**config.mk**
```make
export PLATFORM = sky130hd
export DESIGN_NAME = pipeline_hazard_ctrl
export DESIGN_NICKNAME = d
export VERILOG_FILES = /design/src/rtl/pipeline_hazard_ctrl.sv
export SDC_FILE = /design/constraint.sdc
export NUM_CORES = 1
export LEC_CHECK = 0
export ABC_CLOCK_PERIOD_IN_PS = 1450
export BUFFER_PORTS_ARGS = -buffer_cell sky130_fd_sc_hd__buf_2
export CAP_MARGIN = 20
export CORE_MARGIN = 2
export CORE_UTILIZATION = 41
export CTS_CLUSTER_SIZE = 14
export DETAILED_ROUTE_END_ITERATION = 8
export GPL_ROUTABILITY_DRIVEN = 0
export MAX_ROUTING_LAYER = met4
export PLACE_DENSITY_LB_ADDON = 0.15
export SYNTH_ARGS = -nofsm -noshare
export SYNTH_HDL_FRONTEND = slang
export SYNTH_SLANG_ARGS = --single-unit
```
**constraint.sdc**
```tcl
create_clock -name clk -period 1.45 [get_ports clk]
set_input_delay 0.2175 -clock clk [delete_from_list [all_inputs] [get_ports clk]]
set_output_delay 0.2175 -clock clk [all_outputs]
set_load 0.1 [all_outputs]
```
**src/rtl/pipeline_hazard_ctrl.sv**
```systemverilog
// Pipeline sequencer: load-use stall, branch/jump flush, and data-memory freeze with a wait watchdog.
// Optional build macro PIPE_HAZARD_PERF_EN adds a free-running stall-cycle counter (stall_cnt_o).
//
// state    | meaning
// ---------+--------------------------------------------------------------
// RUN      | normal issue; hazards resolved combinationally
// MEM_WAIT | data-memory access outstanding; whole pipeline frozen

module pipeline_hazard_ctrl #(
   parameter int WAIT_MAX = 16
) (
   input  logic       clk,
   input  logic       rst_n,
   input  logic [4:0] ID_rs_i,
   input  logic [4:0] ID_rt_i,
   input  logic       EX_MemRead_i,
   input  logic [4:0] EX_rt_i,
   input  logic       branch_taken_i,
   input  logic       jump_i,
   input  logic       dmem_req_i,
   input  logic       dmem_ack_i,
   output logic       pc_write_o,
   output logic       ifid_hold_o,
   output logic       ifid_flush_o,
   output logic       idex_bubble_o,
   output logic       pipe_freeze_o,
   output logic       mem_err_o,
   output logic [1:0] state_o
`ifdef PIPE_HAZARD_PERF_EN
   ,
   output logic [31:0] stall_cnt_o
`endif
);

   typedef enum logic [1:0] {
      RUN      = 2'd0,
      MEM_WAIT = 2'd1
   } state_t;

   localparam logic [7:0] WAIT_LIMIT = 8'(WAIT_MAX);

   state_t     state, state_nxt;
   logic [7:0] wait_cnt, wait_cnt_nxt;
   logic       mem_err_nxt;
   logic       lu, redirect, miss;

   assign lu       = EX_MemRead_i && (EX_rt_i != 5'd0) &&
                     ((EX_rt_i == ID_rs_i) || (EX_rt_i == ID_rt_i));
   assign redirect = branch_taken_i | jump_i;
   assign miss     = dmem_req_i & ~dmem_ack_i;

   always_ff @(posedge clk or negedge rst_n) begin
      if (!rst_n) begin
         state     <= RUN;
         wait_cnt  <= 8'd0;
         mem_err_o <= 1'b0;
      end else begin
         state     <= state_nxt;
         wait_cnt  <= wait_cnt_nxt;
         mem_err_o <= mem_err_nxt;
      end
   end

   always_comb begin
      state_nxt    = state;
      wait_cnt_nxt = wait_cnt;
      mem_err_nxt  = mem_err_o;
      case (state)
         RUN: begin
            if (miss) begin
               state_nxt    = MEM_WAIT;
               wait_cnt_nxt = 8'd1;
            end
         end
         MEM_WAIT: begin
            if (dmem_ack_i) begin
               state_nxt    = RUN;
               wait_cnt_nxt = 8'd0;
            end else if (wait_cnt == WAIT_LIMIT) begin
               state_nxt    = RUN;
               wait_cnt_nxt = 8'd0;
               mem_err_nxt  = 1'b1;
            end else begin
               wait_cnt_nxt = wait_cnt + 8'd1;
            end
         end
         default: begin
            state_nxt    = RUN;
            wait_cnt_nxt = 8'd0;
         end
      endcase
   end

   // Outputs are held low for the whole reset window, including pc_write_o.
   always_comb begin
      pc_write_o    = 1'b0;
      ifid_hold_o   = 1'b0;
      ifid_flush_o  = 1'b0;
      idex_bubble_o = 1'b0;
      pipe_freeze_o = 1'b0;
      if (rst_n) begin
         if ((state == MEM_WAIT) || miss) begin
            ifid_hold_o   = 1'b1;
            pipe_freeze_o = 1'b1;
         end else if (lu) begin
            ifid_hold_o   = 1'b1;
            idex_bubble_o = 1'b1;
         end else if (redirect) begin
            pc_write_o   = 1'b1;
            ifid_flush_o = 1'b1;
         end else begin
            pc_write_o = 1'b1;
         end
      end
   end

   assign state_o = state;

`ifdef PIPE_HAZARD_PERF_EN
   always_ff @(posedge clk or negedge rst_n) begin
      if (!rst_n) begin
         stall_cnt_o <= 32'd0;
      end else if (!pc_write_o) begin
         stall_cnt_o <= stall_cnt_o + 32'd1;
      end
   end
`endif

endmodule

```
Word-level counts from Yosys, hierarchy flattened

Cells that the tools add are included.

Output and inout port bits: 8
Register bits after elaboration: 11
Input bits: 22
Logic and storage cells: 43

Reductions and logical operators: 8
Bitwise logic cells: 3
Add/subtract/negate cells: 1
Multiplexer cells: 22
Equal/unequal tests: 6

Operators with widths:

| cell                                           | number |
|---|---|
| two-way mux 8 bit                              | 3 |
| one-hot mux 8 bit (2 select lines)             | 1 |
| two-way mux 1 bit                              | 14 |
| == test 5 bit                                  | 2 |
| adder 8 x 1 -> 8 bit (second input constant)   | 1 |
| == test 8 x 5 -> 1 bit (second input constant) | 1 |
| two-way mux 2 bit                              | 3 |
| nonzero test 5 bit                             | 1 |
| one-hot mux 2 bit (2 select lines)             | 1 |
| != test 3 bit (second input constant)          | 1 |
| AND reduction 3 bit                            | 1 |
| == test 2 x 1 -> 1 bit (second input constant) | 1 |
| logical AND 1 bit                              | 2 |
| zero test 2 bit                                | 1 |
| logical OR 1 bit                               | 2 |
| != test 2 bit (second input constant)          | 1 |
| AND reduction 2 bit                            | 1 |
| AND 1 bit                                      | 1 |
| inverter 1 bit                                 | 1 |
| OR 1 bit                                       | 1 |

Logic depth before layout (Yosys ltp)

Gate-level depths: netlist of run 1.

Depth after elaboration: 6
Depth in mapped cells: 7
Gate-level depth less buffers: 6

Worst setup path after synthesis of run 1

No wires, ideal clock.

Path type: flip-flop to output port
Start point: register state[0] (netlist: state_o[0])
End point: output port ifid_hold_o
Path slack: -2.295 ns
Data required time: 1.233 ns
Data arrival time: 3.527 ns
Path buffers: 0
Stages on the path, launching flop included: 4
Cell sequence: dfrtp_1 -> nor2_1 -> nor2b_1 -> a31o_1

Cells in the longest elaborated chain, start to end: 4

RTL lines:

| element                | RTL line | text |
|---|---|---|
| start, declared        | 42       | `state_t state, state_nxt;` |
| start signal, assigned | 58       | `state <= state_nxt;` |
| == test 2 x 1 -> 1 bit | 102      | `if ((state == MEM_WAIT) \|\| miss) begin` |
| logical OR 1 bit       | 102      |  |
| two-way mux 1 bit      | 102      |  |
| two-way mux 1 bit      | 101      | `if (rst_n) begin` |
| end, declared          | 23       | `output logic ifid_hold_o,` |

Every way passes these cells.

Final worst setup path of run 1

Start point: input port EX_rt_i[1]
End point: output port ifid_flush_o

Cells in the longest elaborated chain, start to end: 6
Elaborated cells between the ends (all ways): 9
Classes of those cells: 2 x eq/ne; 3 x mux; 4 x reduce/logical

RTL lines:

| element                                                      | RTL line | text |
|---|---|---|
| start, declared                                              | 17       | `input logic [4:0] EX_rt_i,` |
| == test 5 bit / nonzero test 5 bit (equally long branches)   | 48, 47   |  |
| logical OR 1 bit / logical AND 1 bit (equally long branches) | 48, 47   |  |
| logical AND 1 bit (*)                                        | 47       | `assign lu = EX_MemRead_i && (EX_rt_i != 5'd0) &&` |
| two-way mux 1 bit (*)                                        | 105      | `end else if (lu) begin` |
| two-way mux 1 bit (*)                                        | 102      |  |
| two-way mux 1 bit (*)                                        | 101      |  |
| end, declared                                                | 24       | `output logic ifid_flush_o,` |

Mark *: on every way between the ends. The rest lies on a longest branch, timed or not.

==> results of run 1 <==
[per-stage QoR]
step	area, um^2	util [%]	instances	setup TNS, ns	setup WS (ns)
after floorplan	788	-	80	-1.68	-0.627
after global placement	1170	69.6	145	-1.04	-0.325
after detailed placement	1170	69.6	145	-1.12	-0.353
after CTS	1280	75.9	152	-0.954	-0.308
after global routing	1300	77.0	153	-1.38	-0.335
final	1300	77.0	153	-1.02	-0.306
[cells in the final DEF (no fill, tap or decap), drive strengths merged, types with 3 or more instances in the layout]
cell type	instances
dfrtp	10
a22o	4
buf	52
o21ai	4
inv	3
nor2	4
a21oi	3
nand2	8
nand3	5
a211oi	3
clkbuf	4
xnor2	11
[layer usage]
| metal | wire (um) | vias to the layer above | GRT usage [%] | share of wire, % |
|---|---|---|---|---|
| met5 | 0 | - | - | 0 |
| met2 | 1080 | 16 | 38.3 | 52 |
| li1 | - | 398 | - | - |
| met1 | 933 | 368 | 27.3 | 45 |
| met4 | 12 | 0 | 9.71 | 0.58 |
| met3 | 60 | 2 | 4.76 | 2.9 |
[worst reg2reg max path, stage by stage (launching register included)]
cell,delay [ns]
dfrtp_1,0.40
inv_1,0.06
ha_2,0.15
and4bb_2,0.27
a21oi_4,0.09
a21o_1,0.19
a22o_1,0.20
[sequential cells by signal, indices dropped and copies added, names as in the netlist]
name / cells
wait_cnt: 8
mem_err_o: 1
state_o: 1
[what timing repair did]
item	in CTS	in global routing
setup endpoints to repair	8	7
gates resized for setup	9	7
pin swaps	2	6
buffers inserted	1	1
endpoints found under the hold margin	4	0
hold buffers	2	0
[worst min-delay path by stage]
stage | startpoint | endpoint | slack [ns] | depth (start not counted)
CTS | dmem_ack_i | mem_err_o | 0.40 | 3
global route | dmem_ack_i | state_o[0] | 0.43 | 4
floorplan | rst_n | mem_err_o | -0.08 | 0
global placement | rst_n | wait_cnt[2] | 0.07 | 1
finish | dmem_ack_i | mem_err_o | 0.41 | 3
detailed placement | rst_n | wait_cnt[2] | 0.08 | 1
[cells by family (layout without fill, tap and decap cells)]
kind of cell	Yosys count	count (layout)	synth area share, %
other	1	1	0.519
buffers and inverters	5	61	3.63
AND/OR/NAND/NOR	28	28	20.4
flip-flops	10	10	34.6
AO/OA/AOI/OAI	21	21	21.5
adder cells (fa/ha/maj)	2	2	3.46
XOR/XNOR	12	12	14.5
multiplexers	1	1	1.38
[power by group]
group	total [W]	internal, W	switching (W)	leakage [nW]
combinational	0.000480	0.000217	0.000263	0.459
clock	0.000254	0.000152	0.000101	0.0210
sequential	0.000314	0.000298	0.0000155	0.134
total	0.00105	0.000668	0.000380	0.615
[layout make-up]
type / instances / share of cell area (%)
Timing Repair Buffer: 54 / 33.4
Sequential cell: 10 / 19.5
Multi-Input combinational cell: 65 / 41.8
Inverter: 3 / 0.865
Clock buffer: 4 / 2.79
Tap cell: 17 / 1.63
==> results.md, run 1 <==
* Worst path depth at 5
* Max-Cap Viols at 0
* Final setup margin at -0.306 ns
* Pwr Total at 0.00105 W
* DRT iter0 DRCs at 5
* Cell variety after synth at 32
* Congestion Overflow GR at 0
* Die Area at 2120 um^2
* Clock buffer depth at 2
* FMAX at 0.569 GHz
* Clock Skews at 0.00229 ns
* Diode count at 0
* Final Max Tran Viols at 0
* Area grow syn2layout at 79.9%
* Worst R2R Setup Slack at -0.02 ns
* Post-DRT Antenna Nets at 0
* DRT Wirelength at 2.08 mm
* Clk pin slew, worst setup/hold paths at 0.07 ns
* Core ar. at 1690 um^2
* Critical Path Start Type: primary input
* Min cycle time layout at 1.76 ns
* # IOs at 30
* Die Y at 46 um
* Synth warn at 0
* CTS buffer count at 3
* Post-synthesis cell area at 723 um^2
* Cell family with most CP delay: simple AND/OR/NAND/NOR gates
* Critical Path Fanout Max at 4
* Outcome: finished with violations
* Final period util at 121%
* Critical path type: in2out
* Global-route wire length before repair at 3.28 mm
* Number of I/O port buffers at 28
* RSZ-0062 raised after global routing: true
* Worst hold path type: in2reg
* Crit-path cells: buf_6 -> or4_4 -> o21a_4 -> a211oi_4 -> buf_12
* TritonRoute pass-1 iters at 4
* Top cells by area, synth: dfrtp_1, xnor2_1, a22o_1
* Share of the synthesized area in the top cell type at 34.6%
* Final hold vios at 0
* Post-Synthesis Cells at 80
* Multi-input gate area at 544 um^2
* Reg-to-reg startpoint: wait_cnt[1]
* CTS tree: yes
* FF+latch count, synth at 10
* CP required at 1.23 ns
* R2R cell count at 6
* Top_reg_cell synth: dfrtp_1
* Vias in the first global route at 756
* Worst Path Arrival at 1.54 ns
* Initial Util at 42.8%
* Synth cell count leaders: xnor2_1, dfrtp_1, nand2_1
* Synth Area per Inst at 9.04 um^2
* Layout cell share with drive strength beyond 1 at 55.9%
* Critical path buffers and inverters at 2
* Crit end category: output pin
* Chip width at 46 um
* Leakage at 0.615 nW
* H-Tree Depth at 1
* Endpoints failing setup at 5
* GRT Overall Usage at 23.3%
* Largest area contributor in the netlist: dfrtp_1
* Clock insertion delay at the later pin of the skew report at 0.27 ns
* Detail-routed via count per cell at 5.12
* Largest net degree at the start of global routing at 8
* DRC at 0
* PwrDens at 805 nW/um^2
* Drt wl/cell at 13.6 um
* CP startpoint: EX_rt_i[1]
* Syn nets at 104
* CTS Sinks at 10
* Worst setup path endpoint: ifid_flush_o
* Worst hold slack at 0.406 ns
* CTS root buf: clkbuf_4
* Fillers at 120
* EDFF count, synth at 0
* Peak VDD IR at 0.813 mV
* Initial antenna violation count at 0
* Critical path's slowest cell: or4_4
* R2r endpoint: wait_cnt[6]
* Layout Nets at 161
* Dpl hpwl at 1.64 mm
* Placement Rows at 15
* Most frequent cell after synthesis: xnor2_1
* DR vias at 784
* Failing checks: negative setup slack
* Worst path max stage delay at 0.52 ns
* Synth async-reset ratio at 100%
* Sequential cell area at 254 um^2
* Sequential area share after synthesis at 34.6%
Power figures use the tool's default switching activity.
==> inputs of run 2 (changes only) <==
--- a/config.mk
+++ b/config.mk
@@ -5,11 +5,11 @@
 export SDC_FILE = /design/constraint.sdc
 export NUM_CORES = 1
 export LEC_CHECK = 0
-export ABC_CLOCK_PERIOD_IN_PS = 1450
+export ABC_CLOCK_PERIOD_IN_PS = 2300
 export BUFFER_PORTS_ARGS = -buffer_cell sky130_fd_sc_hd__buf_2
 export CAP_MARGIN = 20
 export CORE_MARGIN = 2
-export CORE_UTILIZATION = 41
+export CORE_UTILIZATION = 45
 export CTS_CLUSTER_SIZE = 14
 export DETAILED_ROUTE_END_ITERATION = 8
 export GPL_ROUTABILITY_DRIVEN = 0
==> constraint.sdc (replaced) <==
create_clock -name clk -period 2.3 [get_ports clk]
set_input_delay 0.345 -clock clk [delete_from_list [all_inputs] [get_ports clk]]
set_output_delay 0.345 -clock clk [all_outputs]
set_load 0.1 [all_outputs]
==> results.md, run 2 (synthesis results as in run 1) <==
* Outcome: finished, final reports clean
* Critical Path Start Type: primary input
* Hold path depth at 4
* Crit end category: output pin
* Dpl hpwl at 1.26 mm
* Clk pin slew, worst setup/hold paths at 0.07 ns
* Worst R2R Setup Slack at 0.54 ns
* Final period util at 94.1%
* Clock buffer depth at 2
* Initial Util at 48.0%
* Largest register FFs at 8
* # IOs at 30
* Diode count at 0
* Placed Cells at 123
* Peak VDD IR at 0.305 mV
* R2R cell count at 6
* Drt wl/cell at 12.3 um
* Vias in the first global route at 638
* CTS root buf: clkbuf_4
* Post-DRT Antenna Nets at 0
* Worst hold path type: in2reg
* Final setup margin at 0.137 ns
* Clock insertion delay at the later pin of the skew report at 0.26 ns
* RSZ-0062 raised after global routing: false
* R2r endpoint: wait_cnt[6]
* Congestion Overflow GR at 0
* Global-route wire length before repair at 2.65 mm
* GRT Overall Usage at 18.8%
* Die Area at 1940 um^2
* DRC at 0
* CTS buffer count at 3
* PwrDens at 546 nW/um^2
* DR vias at 677
* Final non-filler cell total at 128
* Layout Nets at 137
* Most frequent cells in the layout: buf_2, xnor2_1, dfrtp_1, nand2_1, nand3_1
* Pre-CTS WS at 0.154 ns
* Die Y at 44.1 um
* Area grow syn2layout at 35.8%
* Hold worst-path end: wait_cnt[0]
* Top reg by flops: wait_cnt
* CTS Sinks at 10
* Worst Path Arrival at 1.82 ns
* Layout cell share with drive strength beyond 1 at 36.6%
* Worst hold slack at 0.420 ns
* Chip width at 44.1 um
* Leakage at 0.460 nW
* Worst slew pin tran at 0.517 ns
* Most common library cell in the layout ignoring fill and taps: buf_2
* DRT Wirelength at 1.58 mm
* Max-Cap Viols at 0
* Final Max Tran Viols at 0
* Core ar. at 1510 um^2
* Number of I/O port buffers at 28
* Clock Skews at 0.00904 ns
* DRT iter0 DRCs at 4
* Largest net degree at the start of global routing at 14
* Setup bufs post-CTS at 0
* Worst Hold Launch: dmem_ack_i
* Critical Path Fanout Max at 13
* Final hold vios at 0
* CTS tree: yes
* TritonRoute pass-1 iters at 4
* CP startpoint: rst_n
* CP required at 1.96 ns
* FMAX at 0.462 GHz
* H-Tree Depth at 1
* Slew Limit Headroom at 65.5%
* Placement Rows at 14
* Endpoints failing setup at 0
* Critical path type: in2out
* Min cycle time layout at 2.16 ns
* Detail-routed via count per cell at 5.29
* Initial antenna violation count at 0
* Reg-to-reg startpoint: wait_cnt[0]
## run 2: cell types whose count changed in the layout (fill, tap and decap cells not counted), sizes merged
cell	previous run	this run
buf	52	28
dlygate4sd3	2	1
clkbuf	4	5
## run 2: power breakdown
group          switching (W)  total, W  internal, W
registers          0.0000137  0.000201     0.000187
logic               0.000135  0.000207    0.0000724
clock network      0.0000618  0.000129    0.0000669
total               0.000210  0.000536     0.000326
## run 2: cell type report
| cell class | instances | area [um^2] |
|---|---|---|
| fillers | 139 | 524 |
| flip-flops and latches | 10 | 251 |
| repair buffers | 30 | 205 |
| inverters | 3 | 11.3 |
| well taps | 16 | 20.0 |
| clock buffers | 4 | 26.3 |
| multi-input cells | 65 | 468 |
## run 2: worst max-delay path by stage
stage,to,slack (ns),cells past startpoint
after floorplan,pc_write_o,-0.05,3
after global routing,idex_bubble_o,0.04,5
after global placement,ifid_hold_o,0.17,5
after detailed placement,ifid_hold_o,0.15,5
after CTS,ifid_hold_o,0.07,5
final,idex_bubble_o,0.14,5
## run 2: timing repair
action / in CTS / in global routing
hold buffers: 1 / 0
hold endpoints to repair: 10 / 0
setup endpoints to repair: 0 / 1
gates resized for setup: 0 / 1
## run 2: critical path, cell delays in order
cell	delay, ns
dlygate4sd3_1	0.52
buf_2	0.28
nand2_1	0.19
and3b_2	0.30
buf_12	0.17
## run 2: routing by layer
metal | global-route usage (%) | part of all wire, % | vias up
met5 | - | 0 | -
met4 | 7.27 | 1.1 | 0
met2 | 32.6 | 49 | 20
met1 | 22.7 | 45 | 309
met3 | 1.22 | 3.9 | 2
li1 | - | - | 346
## run 2: stage by stage
step	power [W]	setup TNS (ns)	util (%)	instance area, um^2
4_1_cts	0.000539	0	65.0	980
3_5_place_dp	0.000411	0	62.6	943
5_1_grt	0.000562	0	65.2	982
3_3_place_gp	0.000405	0	62.6	943
2_1_floorplan	0.000347	-0.120	-	746
6_report	0.000536	0	65.2	982
